`config.mk`:
```
export PLATFORM = sky130hd
export DESIGN_NAME = dec_3x8_pipe
export DESIGN_NICKNAME = d
export VERILOG_FILES = /design/src/rtl/dec_pkg.sv /design/src/rtl/dec_skid_buf.sv /design/src/rtl/dec_3x8_pipe.sv
export SDC_FILE = /design/constraint.sdc
export NUM_CORES = 1
export LEC_CHECK = 0
export CAP_MARGIN = 20
export CORE_ASPECT_RATIO = 0.6
export CORE_MARGIN = 1
export CORE_UTILIZATION = 40
export CTS_BUF_LIST = sky130_fd_sc_hd__clkbuf_8
export DETAILED_ROUTE_END_ITERATION = 8
export DONT_BUFFER_PORTS = 1
export GPL_ROUTABILITY_DRIVEN = 0
export PLACE_DENSITY = 0.51
export SLEW_MARGIN = 20
export SYNTH_ARGS = -nofsm -noshare
export SYNTH_HDL_FRONTEND = slang
export SYNTH_HIERARCHICAL = 1
export SYNTH_SLANG_ARGS = --single-unit
```
`constraint.sdc`:
```
create_clock -name clk -period 1.9 [get_ports clk]
set_clock_uncertainty 0.2 [all_clocks]
set_input_delay 0.475 -clock clk [delete_from_list [all_inputs] [get_ports clk]]
set_output_delay 0.475 -clock clk [all_outputs]
set_load 0.03 [all_outputs]
```
`src/rtl/dec_pkg.sv`:
```
// rtl/dec_pkg.sv - shared types and defaults for the 3-to-8 decoder pipeline
package dec_pkg;

  localparam int CODE_W_DEF = 3;
  localparam int N_DEF      = 1 << CODE_W_DEF;

  typedef enum logic [1:0] {
    EMPTY = 2'd0,
    ONE   = 2'd1,
    FULL  = 2'd2
  } buf_state_e;

  typedef struct packed {
    logic [N_DEF-1:0] onehot;
    logic             zero;
  } entry_t;

endpackage

```
`src/rtl/dec_skid_buf.sv`:
```
// rtl/dec_skid_buf.sv - two-entry in-order buffer with registered-only in_ready
module dec_skid_buf
  import dec_pkg::*;
#(
  parameter int DW = 9
) (
  input  logic          clk,
  input  logic          rst_n,
  input  logic          in_valid_i,
  output logic          in_ready_o,
  input  logic [DW-1:0] in_data_i,
  output logic          out_valid_o,
  input  logic          out_ready_i,
  output logic [DW-1:0] out_data_o
);

  buf_state_e    state_q, state_d;
  logic [DW-1:0] head_q, head_d;
  logic [DW-1:0] tail_q, tail_d;
  logic          in_fire;
  logic          out_fire;

  // ready/valid come straight from the state register, so out_ready never reaches in_ready
  assign in_ready_o  = (state_q != FULL);
  assign out_valid_o = (state_q != EMPTY);
  assign out_data_o  = head_q;
  assign in_fire     = in_valid_i && in_ready_o;
  assign out_fire    = out_valid_o && out_ready_i;

  // next state: head is always the oldest word, tail only used when FULL
  always_comb begin
    state_d = state_q;
    head_d  = head_q;
    tail_d  = tail_q;
    case (state_q)
      EMPTY: begin
        if (in_fire) begin
          head_d  = in_data_i;
          state_d = ONE;
        end
      end
      ONE: begin
        if (in_fire && out_fire) begin
          head_d = in_data_i;
        end else if (in_fire) begin
          tail_d  = in_data_i;
          state_d = FULL;
        end else if (out_fire) begin
          state_d = EMPTY;
        end
      end
      FULL: begin
        if (out_fire) begin
          head_d  = tail_q;
          state_d = ONE;
        end
      end
      default: state_d = EMPTY;
    endcase
  end

  // state and storage registers; reset drops any buffered words
  always_ff @(posedge clk) begin
    if (!rst_n) begin
      state_q <= EMPTY;
      head_q  <= '0;
      tail_q  <= '0;
    end else begin
      state_q <= state_d;
      head_q  <= head_d;
      tail_q  <= tail_d;
    end
  end

endmodule

```
`src/rtl/dec_3x8_pipe.sv`:
```
// rtl/dec_3x8_pipe.sv - binary-to-one-hot decoder with buffered output and sticky mask
module dec_3x8_pipe
  import dec_pkg::*;
#(
  parameter int CODE_W = CODE_W_DEF
) (
  input  logic                   clk,
  input  logic                   rst_n,
  input  logic                   in_valid,
  output logic                   in_ready,
  input  logic [CODE_W-1:0]      in_code,
  input  logic                   in_en,
  output logic                   out_valid,
  input  logic                   out_ready,
  output logic [(1<<CODE_W)-1:0] out_onehot,
  output logic                   out_zero,
  output logic [(1<<CODE_W)-1:0] mask,
  input  logic                   mask_clr
);

  localparam int N = 1 << CODE_W;

  logic [N-1:0] dec_onehot;
  logic         dec_zero;
  logic [N:0]   buf_out;
  logic         out_fire;
  logic [N-1:0] mask_q, mask_d;

  // decode: in_en=0 means "no bit set", flagged through zero
  always_comb begin
    dec_onehot = '0;
    if (in_en) begin
      dec_onehot[in_code] = 1'b1;
    end
    dec_zero = ~in_en;
  end

  dec_skid_buf #(
    .DW (N + 1)
  ) u_buf (
    .clk         (clk),
    .rst_n       (rst_n),
    .in_valid_i  (in_valid),
    .in_ready_o  (in_ready),
    .in_data_i   ({dec_onehot, dec_zero}),
    .out_valid_o (out_valid),
    .out_ready_i (out_ready),
    .out_data_o  (buf_out)
  );

  assign out_onehot = buf_out[N:1];
  assign out_zero   = buf_out[0];
  assign out_fire   = out_valid && out_ready;
  assign mask       = mask_q;

  // mask accumulates delivered words; a clear in a delivery cycle keeps only that word
  always_comb begin
    mask_d = mask_q;
    if (mask_clr) begin
      mask_d = '0;
    end
    if (out_fire) begin
      mask_d = mask_d | out_onehot;
    end
  end

  // mask register
  always_ff @(posedge clk) begin
    if (!rst_n) begin
      mask_q <= '0;
    end else begin
      mask_q <= mask_d;
    end
  end

endmodule

```
Word-level counts from Yosys, hierarchy flattened

Index checks and enable logic that the tools add are counted.

Input bits: 9
Bits in registers: 28
Output and inout port bits: 19
Word-level logic and storage cells: 42

Reduce and logical (&&, ||, !) cells: 10
Eq/ne operators: 8
Mux-type cells: 15
$lt $le $gt $ge: 2
Bitwise gates (word level): 3

Operators with widths:

| operator           | count |
|---|---|
| $mux 9             | 3 |
| $pmux 9 s3         | 1 |
| $mux 8             | 3 |
| $mux 2             | 5 |
| $or 8x8->8         | 1 |
| $reduce_and 4->1   | 2 |
| $ne 2x1->1 const B | 3 |
| $pmux 2 s3         | 1 |
| $logic_and 1x1->1  | 4 |
| $lt 3x4->1 const B | 1 |
| $ne 2x2->1 const B | 2 |
| $demux 1 s3        | 1 |
| $ge 3x1->1 const B | 1 |
| $ne 3x1->1 const B | 1 |
| $reduce_and 3->1   | 1 |
| $reduce_bool 3->1  | 1 |
| $eq 2x1->1 const B | 1 |
| $eq 2x2->1 const B | 1 |
| $logic_not 2->1    | 1 |
| $not 1->1          | 2 |
| $reduce_bool 2->1  | 1 |
| $mux 1             | 1 |

Longest topological paths before layout

Gate-level depths: netlist of run 1.

Word-level depth: 7
Mapped depth: 5
Depth with buffers taken out: 4

By module

The synthesis of run 1 kept the hierarchy.

By module, submodules not included:

| module       | area an instance (um2) | times used | cells an instance | sequential area each (um2) |
|---|---|---|---|---|
| dec_skid_buf | 954.7                  | 1          | 99                | 400.4 |
| dec_3x8_pipe | 384.1                  | 1          | 49                | 160.2 |

Worst setup path after synthesis of run 1

No wires, ideal clock.

Path type: in2reg
From: input port out_ready
To: register u_buf.head_q[1], in the netlist u_buf/out_data_o[1]
Library setup time: 145 ps
Stages on the path: 4
Arrival time: 1,223 ps
Path slack: 333 ps
Required time: 1,555 ps
Cell sequence: mux2_2 > buf_2 > a211oi_1 > a211oi_2

Word-level cells in the longest chain between the ends: 4
Elaborated cells between the ends (all ways): 5

Ends and longest elaborated chain:

| item                           | line               | source |
|---|---|---|
| start: declaration             | dec_3x8_pipe.sv:14 | `input logic out_ready,` |
| $logic_and 1x1->1 (*)          | dec_skid_buf.sv:28 | `assign out_fire = out_valid_o && out_ready_i;` |
| $logic_and 1x1->1              | dec_skid_buf.sv:43 | `if (in_fire && out_fire) begin` |
| $ne 2x1->1 (no line)           | n/a                |  |
| $reduce_and 4->1 (no line) (*) | n/a                |  |
| end signal: assignment         | dec_skid_buf.sv:66 | `head_q <= '0;` |
| end signal: assignment         | dec_skid_buf.sv:70 | `head_q <= head_d;` |
| end: declaration               | dec_skid_buf.sv:18 | `logic [DW-1:0] head_q, head_d;` |

Mark *: on every way between the ends. The rest lies on a longest branch, timed or not.
A chain may end at the register's enable or synchronous reset.

Worst setup path after layout of run 1

From: register u_buf.state_q[1]
To: output port in_ready

Word-level cells in the longest chain between the ends: 1

Ends and longest elaborated chain:

| item                     | line               | source |
|---|---|---|
| start: declaration       | dec_skid_buf.sv:17 | `buf_state_e state_q, state_d;` |
| start signal: assignment | dec_skid_buf.sv:69 | `state_q <= state_d;` |
| $ne 2x2->1               | dec_skid_buf.sv:24 | `assign in_ready_o = (state_q != FULL);` |
| end: declaration         | dec_3x8_pipe.sv:10 | `output logic in_ready,` |

Every way passes these cells.

==> results of run 1 <==
layout make-up:
cell class / instances / share of cell area
clock buffers: 3 / 0.0299
inverters: 3 / 0.00816
multi-input cells: 105 / 0.501
flip-flops and latches: 28 / 0.406
well taps: 42 / 0.0381
repair buffers: 3 / 0.0163
final timing paths:
check | from | to | depth (start not counted)
max | u_buf/state_q[1]$_SDFFE_PN0P_ | in_ready | 2
min reg2reg | u_buf/tail_q[6]$_SDFFE_PN0P_ | u_buf/tail_q[6]$_SDFFE_PN0P_ | 2
max reg2reg | u_buf/state_q[1]$_SDFFE_PN0P_ | u_buf/out_data_o[6]$_SDFFE_PN0P_ | 3
min | out_ready | u_buf/state_q[1]$_SDFFE_PN0P_ | 1
registers in the layout (all words and copies together), names as in the netlist:
| register | count |
|---|---|
| u_buf/out_data_o | 9 |
| u_buf/tail_q | 9 |
| mask | 8 |
| u_buf/state_q | 2 |
routing by layer:
layer  wire, µm  GRT usage  part of all wire  vias to the layer above
li1           -          -                 -                      514
met1       1530      0.250              0.50                      502
met2       1290      0.250              0.42                       32
met3        226     0.0660             0.074                        5
met4         20     0.0462            0.0065                        0
met5          0          0                 0                        -
logic make-up (layout without fill, tap and decap cells):
family                 Yosys count  count (layout)
multiplexers                    10              10
flip-flops                      28              28
AO/OA/AOI/OAI                   31              31
buffers and inverters           15               9
AND/OR/NAND/NOR                 64              64
layout by cell type, fill, tap and decap left out, types with 2 or more instances in the layout:
cell type / n
nand4_1: 8
a21oi_1: 10
nand2_1: 30
inv_1: 3
nand3b_1: 9
clkbuf_8: 3
a211oi_1: 10
mux2i_1: 9
nor2_1: 6
nor3_1: 2
dfxtp_1: 28
a211oi_2: 9
nand2b_1: 3
buf_4: 3
power by group:
part	internal, mW	switching (mW)	total (mW)
registers	0.610	0.0609	0.671
logic	0.0502	0.0814	0.132
clock network	0.143	0.182	0.325
synthesized netlist by cell type:
master / number / area, µm²
or2b_1: 1 / 7.51
mux2i_1: 9 / 90.1
buf_4: 1 / 7.51
and3b_1: 1 / 8.76
buf_6: 3 / 33.8
a211oi_2: 9 / 113
nor3_1: 2 / 10.0
buf_2: 2 / 10.0
nand4_1: 8 / 50.1
inv_1: 3 / 11.3
nand2b_1: 3 / 18.8
clkbuf_2: 1 / 5.00
clkbuf_1: 5 / 18.8
nand4bb_1: 1 / 11.3
nor2_1: 6 / 22.5
a21o_1: 1 / 7.51
mux2_2: 1 / 11.3
nand3b_1: 9 / 67.6
a211oi_1: 10 / 75.1
or2_2: 1 / 6.26
a21o_2: 1 / 8.76
nand2_1: 30 / 113
or3b_2: 1 / 8.76
a21oi_1: 10 / 50.1
dfxtp_1: 28 / 561
and4bb_2: 1 / 12.5
critical path, delay by kind of cell, from the launching register on:
family | cells | cell delay [ns]
buffers and inverters | 1 | 0.22
DFF | 1 | 0.43
and+or+nand+nor | 1 | 0.24
stage by stage:
step | hold WS, ns | util
after global placement | 0.241 | 0.443
after CTS | 0.0543 | 0.457
final | 0.0610 | 0.457
after floorplan | 0.236 | -
after detailed placement | 0.246 | 0.443
after global routing | 0.0499 | 0.457
==> impl_metrics.csv, run 1 <==
group,metric,value,unit
run_status,outcome,"complete, no violations",
finish,num-fill-cells,300,
timing,period_share,0.973,
floorplan,die_w,76.7,µm
power_and_ir_drop,irDropWorstVdd,0.332,mV
drt,drcViolationCount,0,
clock_network,cts_tree,"yes",
critical_path,crit_chain,"or2b_1 -> buf_4",
critical_path,start_kind,"flop",
yosys,synth_top_family_by_area,"simple AND/OR/NAND/NOR gates",
yosys,synth.area.mux_share,0.0757,
grt,grt_antenna_before_repair,0,
grt,grt_max_degree,21,
place,dp.cells,181,
grt,grt_pass1_vias,900,
timing,rsz0062_at_grt,"no",
hold_path,hold_class,"input port to flop",
clock_network,clkTransAtPathRegs,0.09,ns
critical_path,worstPathMaxFanout,11,
drt,firstDrtPassIters,4,
yosys,synth-simple-area-share,0.251,
critical_path,crit_type,"flop to primary output",
yosys,yosysUniqueCellTypes,26,
timing,tightest_slew,0.506,ns
drt,num_vias,1053,
yosys,ys_ff_latch,28,
yosys,synthCells,148,
grt,grt_pass1_wl,4640,µm
drt,drtIter0Drc,47,
clock_network,post_cts_resized,0,
floorplan,die_h,46.8,µm
floorplan,initial_utilization,0.443,
place,dp_hpwl,2210,µm
yosys,synth_area,1340,µm²
timing,setup_tns,0,ns
finish,design_area,1380,µm²
floorplan,core,3020,µm²
finish,diodes,0,
timing,hold_viol,0,
critical_path,critPathCaptureType,"primary output",
yosys,avgSynthCellArea,9.05,µm²
clock_network,ctsRootBufferMaster,"clkbuf_8",
critical_path,arrival,1.17,ns
critical_path,r2r_setup_slack,0.08,ns
finish,drive_gt1_frac,0.141,
clock_network,cts.sinks,28,
timing,slew_viol_final,0,
clock_network,post_cts_buffers,0,
clock_network,hold_buffers,0,
timing,slew-limit-headroom,0.661,
clock_network,cts_buffer_depth,2,
drt,wirelength,3070,µm
place,post_dp_cell_area,1340,µm²
clock_network,htreeDepth,1,
flow_run,drv_cap,0,
grt,grt_usage,0.176,
timing,period_needed,1.85,ns
critical_path,crit_required,1.22,ns
finish,ff_latch_area,561,µm²
timing,finalSetupViolations,0,
clock_network,cts_buffers,3,
drt,viasPerCell,5.72,
floorplan,floorplan.die_area,3590,µm²
power_and_ir_drop,p_leak,0.542,nW
place,port-buffer-count,0,
yosys,yosysSeqAreaShare,0.419,
power_and_ir_drop,power,1.13,mW
floorplan,rows,15,
timing,fin_ws,0.0515,ns
yosys,synthAdderAreaFrac,0,
yosys,synth_compound_area_frac,0.190,
yosys,synth_fp_nets,157,
finish,synthToLayoutAreaGrowth,3.08,%
drt,wire_per_inst,16.7,µm
critical_path,critPathMaxStageDelay,0.43,ns
finish,fin_cells,184,
clock_network,clk_latency,0.27,ns
drt,ant_nets,0,
critical_path,cp_slowest_cell,"dfxtp_1",
floorplan,pin_count,28,
finish,final_nets,153,
timing,fmax,0.541,GHz
power_and_ir_drop,powerDensity,817,nW/µm²
place,pre_cts_slack,0.109,ns
yosys,synth-warning-count,6,
finish,multiInputGateArea,692,µm²
grt,grt-ovfl-total,0,
yosys,synthXorXnorAreaFrac,0,
No activity file was read; power rests on OpenSTA's default activity.
==> run 2, diff against run 1 <==
Settings changed: DONT_BUFFER_PORTS 1 to default, PLACE_DENSITY 0.51 to 0.62.
==> impl_metrics.csv, run 2 (synthesized netlist as in run 1, its figures left out) <==
group,metric,value,unit
floorplan,floorplan.die_area,3590,µm²
power_and_ir_drop,p_leak,0.799,nW
critical_path,crit_required,1.85,ns
timing,hold_slack,0.264,ns
critical_path,critPathMaxStageDelay,0.45,ns
place,dp_hpwl,2370,µm
hold_path,hold_class,"flop to flop",
drt,dr.max_layer_used,"met4",
critical_path,start_kind,"input port",
floorplan,pin_count,28,
timing,slew_viol_final,0,
timing,hold_viol,0,
drt,met1_length,1700,µm
hold_path,hold_start,"u_buf/tail_q[8]$_SDFFE_PN0P_",
power_and_ir_drop,p_clk_frac,0.342,
critical_path,worstPathMaxFanout,6,
hold_path,min_delay_path_depth,2,
grt,grt_usage,0.186,
flow_run,drv_cap,0,
timing,rsz0062_at_grt,"no",
clock_network,cts_buffers,3,
place,pre_cts_slack,-0.260,ns
grt,grt_antenna_before_repair,0,
power_and_ir_drop,switching_power,352,µW
clock_network,cts_buffer_depth,2,
timing,slew-limit-headroom,0.794,
place,port-buffer-count,27,
floorplan,die_w,76.7,µm
power_and_ir_drop,p_int,1.00,mW
grt,grt-ovfl-total,0,
critical_path,crit_type,"input port to flop",
power_and_ir_drop,seqPwrFrac,0.462,
power_and_ir_drop,p_comb_frac,0.196,
floorplan,die_h,46.8,µm
finish,mostFrequentLayoutCell,"nand2_1",
clock_network,clk_latency,0.27,ns
critical_path,reg2reg_depth,5,
floorplan,initial_utilization,0.443,
drt,wire_per_inst,14.0,µm
grt,grt_pass1_wl,5090,µm
timing,tightest_slew,0.310,ns
critical_path,path_buf_inv,2,
drt,dr_wl_met3,80,µm
clock_network,cts_tree,"yes",
finish,layout_common_cells,"nand2_1, dfxtp_1, dlygate4sd2_1",
grt,grt_pass1_vias,1087,
critical_path,r2r_end,"u_buf/out_data_o[3]$_SDFFE_PN0P_",
critical_path,cp.depth,5,
drt,drcViolationCount,0,
timing,period_needed,1.86,ns
finish,drive_gt1_frac,0.224,
critical_path,critPathCaptureType,"flop",
run_status,outcome,"complete, no violations",
floorplan,rows,15,
timing,fin_ws,0.0432,ns
clock_network,ctsRootBufferMaster,"clkbuf_8",
critical_path,cp_slowest_cell,"clkdlybuf4s50_1",
power_and_ir_drop,power,1.35,mW
drt,drtIter0Drc,68,
drt,wirelength,3150,µm
clock_network,cts.sinks,28,
finish,diodes,0,
drt,firstDrtPassIters,4,
drt,viasPerCell,5.18,
clock_network,hold_buffers,0,
timing,period_share,0.977,
critical_path,r2r_setup_slack,0.19,ns
drt,num_vias,1166,
timing,finalSetupViolations,0,
drt,wl_met2,1340,µm
clock_network,clkTransAtPathRegs,0.09,ns
power_and_ir_drop,irDropWorstVdd,0.455,mV
drt,ant_nets,0,
critical_path,arrival,1.81,ns
critical_path,crit_chain,"clkdlybuf4s50_1 -> mux2_2 -> buf_4 -> a211oi_1 -> a211oi_2",
timing,fmax,0.539,GHz
finish,final_core_util,0.592,
hold_path,hold_end,"u_buf/tail_q[8]$_SDFFE_PN0P_",
floorplan,core,3020,µm²
power_and_ir_drop,powerDensity,757,nW/µm²
finish,final_nets,193,
critical_path,crit_family,"buffers and inverters",
finish,synthToLayoutAreaGrowth,33.6,%
grt,grt_max_degree,21,
clock_network,htreeDepth,1,
critical_path,timing.rr.start,"u_buf/state_q[1]$_SDFFE_PN0P_",
power_and_ir_drop,p_sw_frac,0.260,
run 2: layer usage:
layer	track usage	up-vias
li1	-	601
met1	0.267	542
met5	0	-
met2	0.286	19
met3	0.0408	4
met4	0.0462	0
run 2: per-stage QoR:
step           area (µm²)  std cells  setup TNS [ns]
2_1_floorplan        1340        148               0
3_3_place_gp         1720        221           -2.57
3_5_place_dp         1720        221           -3.58
4_1_cts              1770        225               0
5_1_grt              1790        225               0
6_report             1790        225               0
run 2: what timing repair did:
| action | in CTS | in global routing |
|---|---|---|
| resized for setup | 20 | 6 |
| endpoints found under the setup margin | 18 | 4 |
| cloned | 0 | 0 |
| buffers inserted | 0 | 0 |
run 2: how the worst max path moves through the flow:
stage | startpoint | endpoint | slack, ns
6_report | out_ready | u_buf/out_data_o[3]$_SDFFE_PN0P_ | 0.04
3_5_place_dp | out_ready | u_buf/out_data_o[3]$_SDFFE_PN0P_ | -0.26
4_1_cts | u_buf/state_q[1]$_SDFFE_PN0P_ | in_ready | 0.009
5_1_grt | u_buf/state_q[0]$_SDFFE_PN0P_ | in_ready | 0.01
2_1_floorplan | out_ready | u_buf/out_data_o[1]$_SDFFE_PN0P_ | 0.33
3_3_place_gp | in_valid | u_buf/out_data_o[8]$_SDFFE_PN0P_ | -0.18
run 2: worst min-delay path, delay by kind of cell (launching register included):
| kind | cells | cell delay [ns] |
|---|---|---|
| AOI/OAI and AO/OA | 1 | 0.05 |
| DFF | 1 | 0.32 |
| and+or+nand+nor | 1 | 0.05 |
run 2: cell type report:
type | count | area [µm²]
clock inverters | 1 | 30.0
flip-flops and latches | 28 | 562
fillers | 253 | 1230
repair buffers | 43 | 384
multi-input cells | 105 | 708
inverters | 3 | 11.3
clock buffers | 3 | 41.3
well taps | 42 | 52.6
run 2: power by group through the flow:
stage	clock network, mW	logic (mW)	registers [mW]
after global routing	0.495	0.283	0.629
after global placement	0	0.266	0.639
after floorplan	0	0.124	0.677
after detailed placement	0	0.272	0.640
final	0.463	0.265	0.626
after CTS	0.472	0.260	0.626
==> run 3, diff against run 2 <==
Settings changed: SETUP_SLACK_MARGIN from default to 0.05, SKIP_CTS_REPAIR_TIMING from default to 1.
==> impl_metrics.csv, run 3 (synthesized netlist as in run 1, its figures left out) <==
group,metric,value,unit
floorplan,die_w,76.7,µm
clock_network,cts_buffer_depth,2,
grt,grt_pass1_vias,1085,
drt,drtIter0Drc,73,
power_and_ir_drop,p_clk_frac,0.335,
floorplan,floorplan.die_area,3590,µm²
floorplan,pin_count,28,
critical_path,crit_required,1.86,ns
run_status,outcome,"complete, no violations",
timing,period_share,0.986,
finish,layout_common_cells,"nand2_1, dfxtp_1, dlymetal6s2s_1",
finish,drive_gt1_frac,0.253,
grt,grt_pass1_wl,5080,µm
power_and_ir_drop,irDropWorstVdd,0.456,mV
timing,fin_ws,0.0267,ns
drt,wirelength,3320,µm
place,port-buffer-count,27,
flow_run,drv_cap,0,
power_and_ir_drop,powerDensity,724,nW/µm²
critical_path,path_buf_inv,2,
timing,finalSetupViolations,0,
grt,grt_antenna_before_repair,0,
power_and_ir_drop,p_sw_frac,0.260,
drt,drcViolationCount,0,
place,dp_hpwl,2370,µm
critical_path,critPathCaptureType,"flop",
finish,synthToLayoutAreaGrowth,42.7,%
drt,num_vias,1202,
grt,grt-ovfl-total,0,
clock_network,ctsRootBufferMaster,"clkbuf_8",
power_and_ir_drop,p_leak,1.05,nW
clock_network,cts_tree,"yes",
floorplan,initial_utilization,0.443,
critical_path,start_kind,"input port",
timing,period_needed,1.87,ns
finish,diodes,0,
timing,tightest_slew,0.332,ns
grt,grt_usage,0.185,
timing,fmax,0.534,GHz
hold_path,hold_class,"flop to flop",
power_and_ir_drop,p_int,1.02,mW
critical_path,reg2reg_depth,6,
critical_path,timing.rr.start,"u_buf/state_q[1]$_SDFFE_PN0P_",
drt,ant_nets,0,
power_and_ir_drop,p_comb_frac,0.211,
finish,final_nets,196,
critical_path,r2r_end,"u_buf/out_data_o[3]$_SDFFE_PN0P_",
critical_path,critPathMaxStageDelay,0.45,ns
hold_path,min_delay_path_depth,2,
drt,viasPerCell,5.27,
clock_network,cts_buffers,3,
timing,slew-limit-headroom,0.778,
timing,hold_viol,0,
power_and_ir_drop,switching_power,360,µW
drt,firstDrtPassIters,4,
critical_path,worstPathMaxFanout,6,
critical_path,r2r_setup_slack,0.11,ns
critical_path,arrival,1.83,ns
floorplan,core,3020,µm²
finish,mostFrequentLayoutCell,"nand2_1",
clock_network,cts.sinks,28,
floorplan,die_h,46.8,µm
grt,grt_max_degree,21,
critical_path,crit_family,"buffers and inverters",
place,pre_cts_slack,-0.260,ns
drt,wire_per_inst,14.6,µm
clock_network,htreeDepth,1,
clock_network,clk_latency,0.27,ns
finish,final_core_util,0.632,
timing,rsz0062_at_grt,"yes",
finish,num-fill-cells,233,
hold_path,hold_start,"u_buf/tail_q[3]$_SDFFE_PN0P_",
power_and_ir_drop,seqPwrFrac,0.454,
clock_network,clkTransAtPathRegs,0.09,ns
critical_path,crit_type,"input port to flop",
critical_path,cp_slowest_cell,"clkdlybuf4s50_1",
floorplan,rows,15,
critical_path,crit_chain,"clkdlybuf4s50_1 -> mux2_2 -> buf_4 -> a211oi_1 -> a211oi_2",
timing,slew_viol_final,0,
hold_path,hold_end,"u_buf/tail_q[3]$_SDFFE_PN0P_",
-- run 3: cell types whose count changed in the layout (fill, tap and decap cells not counted), moves of 2 or more --
cell,change
dlymetal6s2s_1,+18
a211oi_2,+3
buf_6,+2
dlygate4sd2_1,-17
a211oi_1,-3
-- run 3: worst reg2reg max path, cell delays in order, from the launching register on --
cell,delay (ns)
dfxtp_2,0.34
buf_6,0.11
buf_4,0.10
mux2_2,0.38
buf_4,0.18
a211oi_1,0.31
a211oi_2,0.07
-- run 3: layout make-up --
class | count | area [µm²] | area share
Timing Repair Buffer | 46 | 479 | 0.251
Clock buffer | 3 | 41.3 | 0.0216
Sequential cell | 28 | 563 | 0.295
Clock inverter | 1 | 30.0 | 0.0157
Multi-Input combinational cell | 105 | 733 | 0.384
Inverter | 3 | 11.3 | 0.00589
Tap cell | 42 | 52.6 | 0.0275
-- run 3: routing by layer --
layer	up-vias	part of all wire	global-route usage	wire length [µm]
met1	561	0.51	0.266	1690
met5	-	0	0	0
met4	0	0.010	0.0462	34
met3	4	0.043	0.0408	144
li1	604	-	-	-
met2	33	0.44	0.286	1450
-- run 3: power by group through the flow --
stage,Clock (mW),Sequential (mW),Combinational [mW]
finish,0.463,0.628,0.292
global route,0.495,0.631,0.310
CTS,0.472,0.626,0.274
detailed placement,0,0.640,0.272
global placement,0,0.639,0.266
floorplan,0,0.677,0.124
-- run 3: stage by stage --
stage | hold WS [ns] | cells | cell area, µm² | total power [mW] | TNS (ns)
final | 0.263 | 228 | 1910 | 1.38 | 0
after detailed placement | 0.251 | 221 | 1720 | 0.912 | -3.58
after global placement | 0.242 | 221 | 1720 | 0.905 | -2.57
after CTS | 0.265 | 225 | 1790 | 1.37 | -1.75
after floorplan | 0.236 | 148 | 1340 | 0.802 | 0
after global routing | 0.281 | 228 | 1910 | 1.44 | 0
-- run 3: how the worst max path moves through the flow --
stage | start | to | slack [ns] | cells past startpoint
final | out_ready | u_buf/out_data_o[3]$_SDFFE_PN0P_ | 0.03 | 5
after global routing | out_ready | u_buf/out_data_o[6]$_SDFFE_PN0P_ | 0.01 | 5
after CTS | u_buf/state_q[0]$_SDFFE_PN0P_ | out_valid | -0.26 | 2
after detailed placement | out_ready | u_buf/out_data_o[3]$_SDFFE_PN0P_ | -0.26 | 5
after global placement | in_valid | u_buf/out_data_o[8]$_SDFFE_PN0P_ | -0.18 | 5
after floorplan | out_ready | u_buf/out_data_o[1]$_SDFFE_PN0P_ | 0.33 | 4
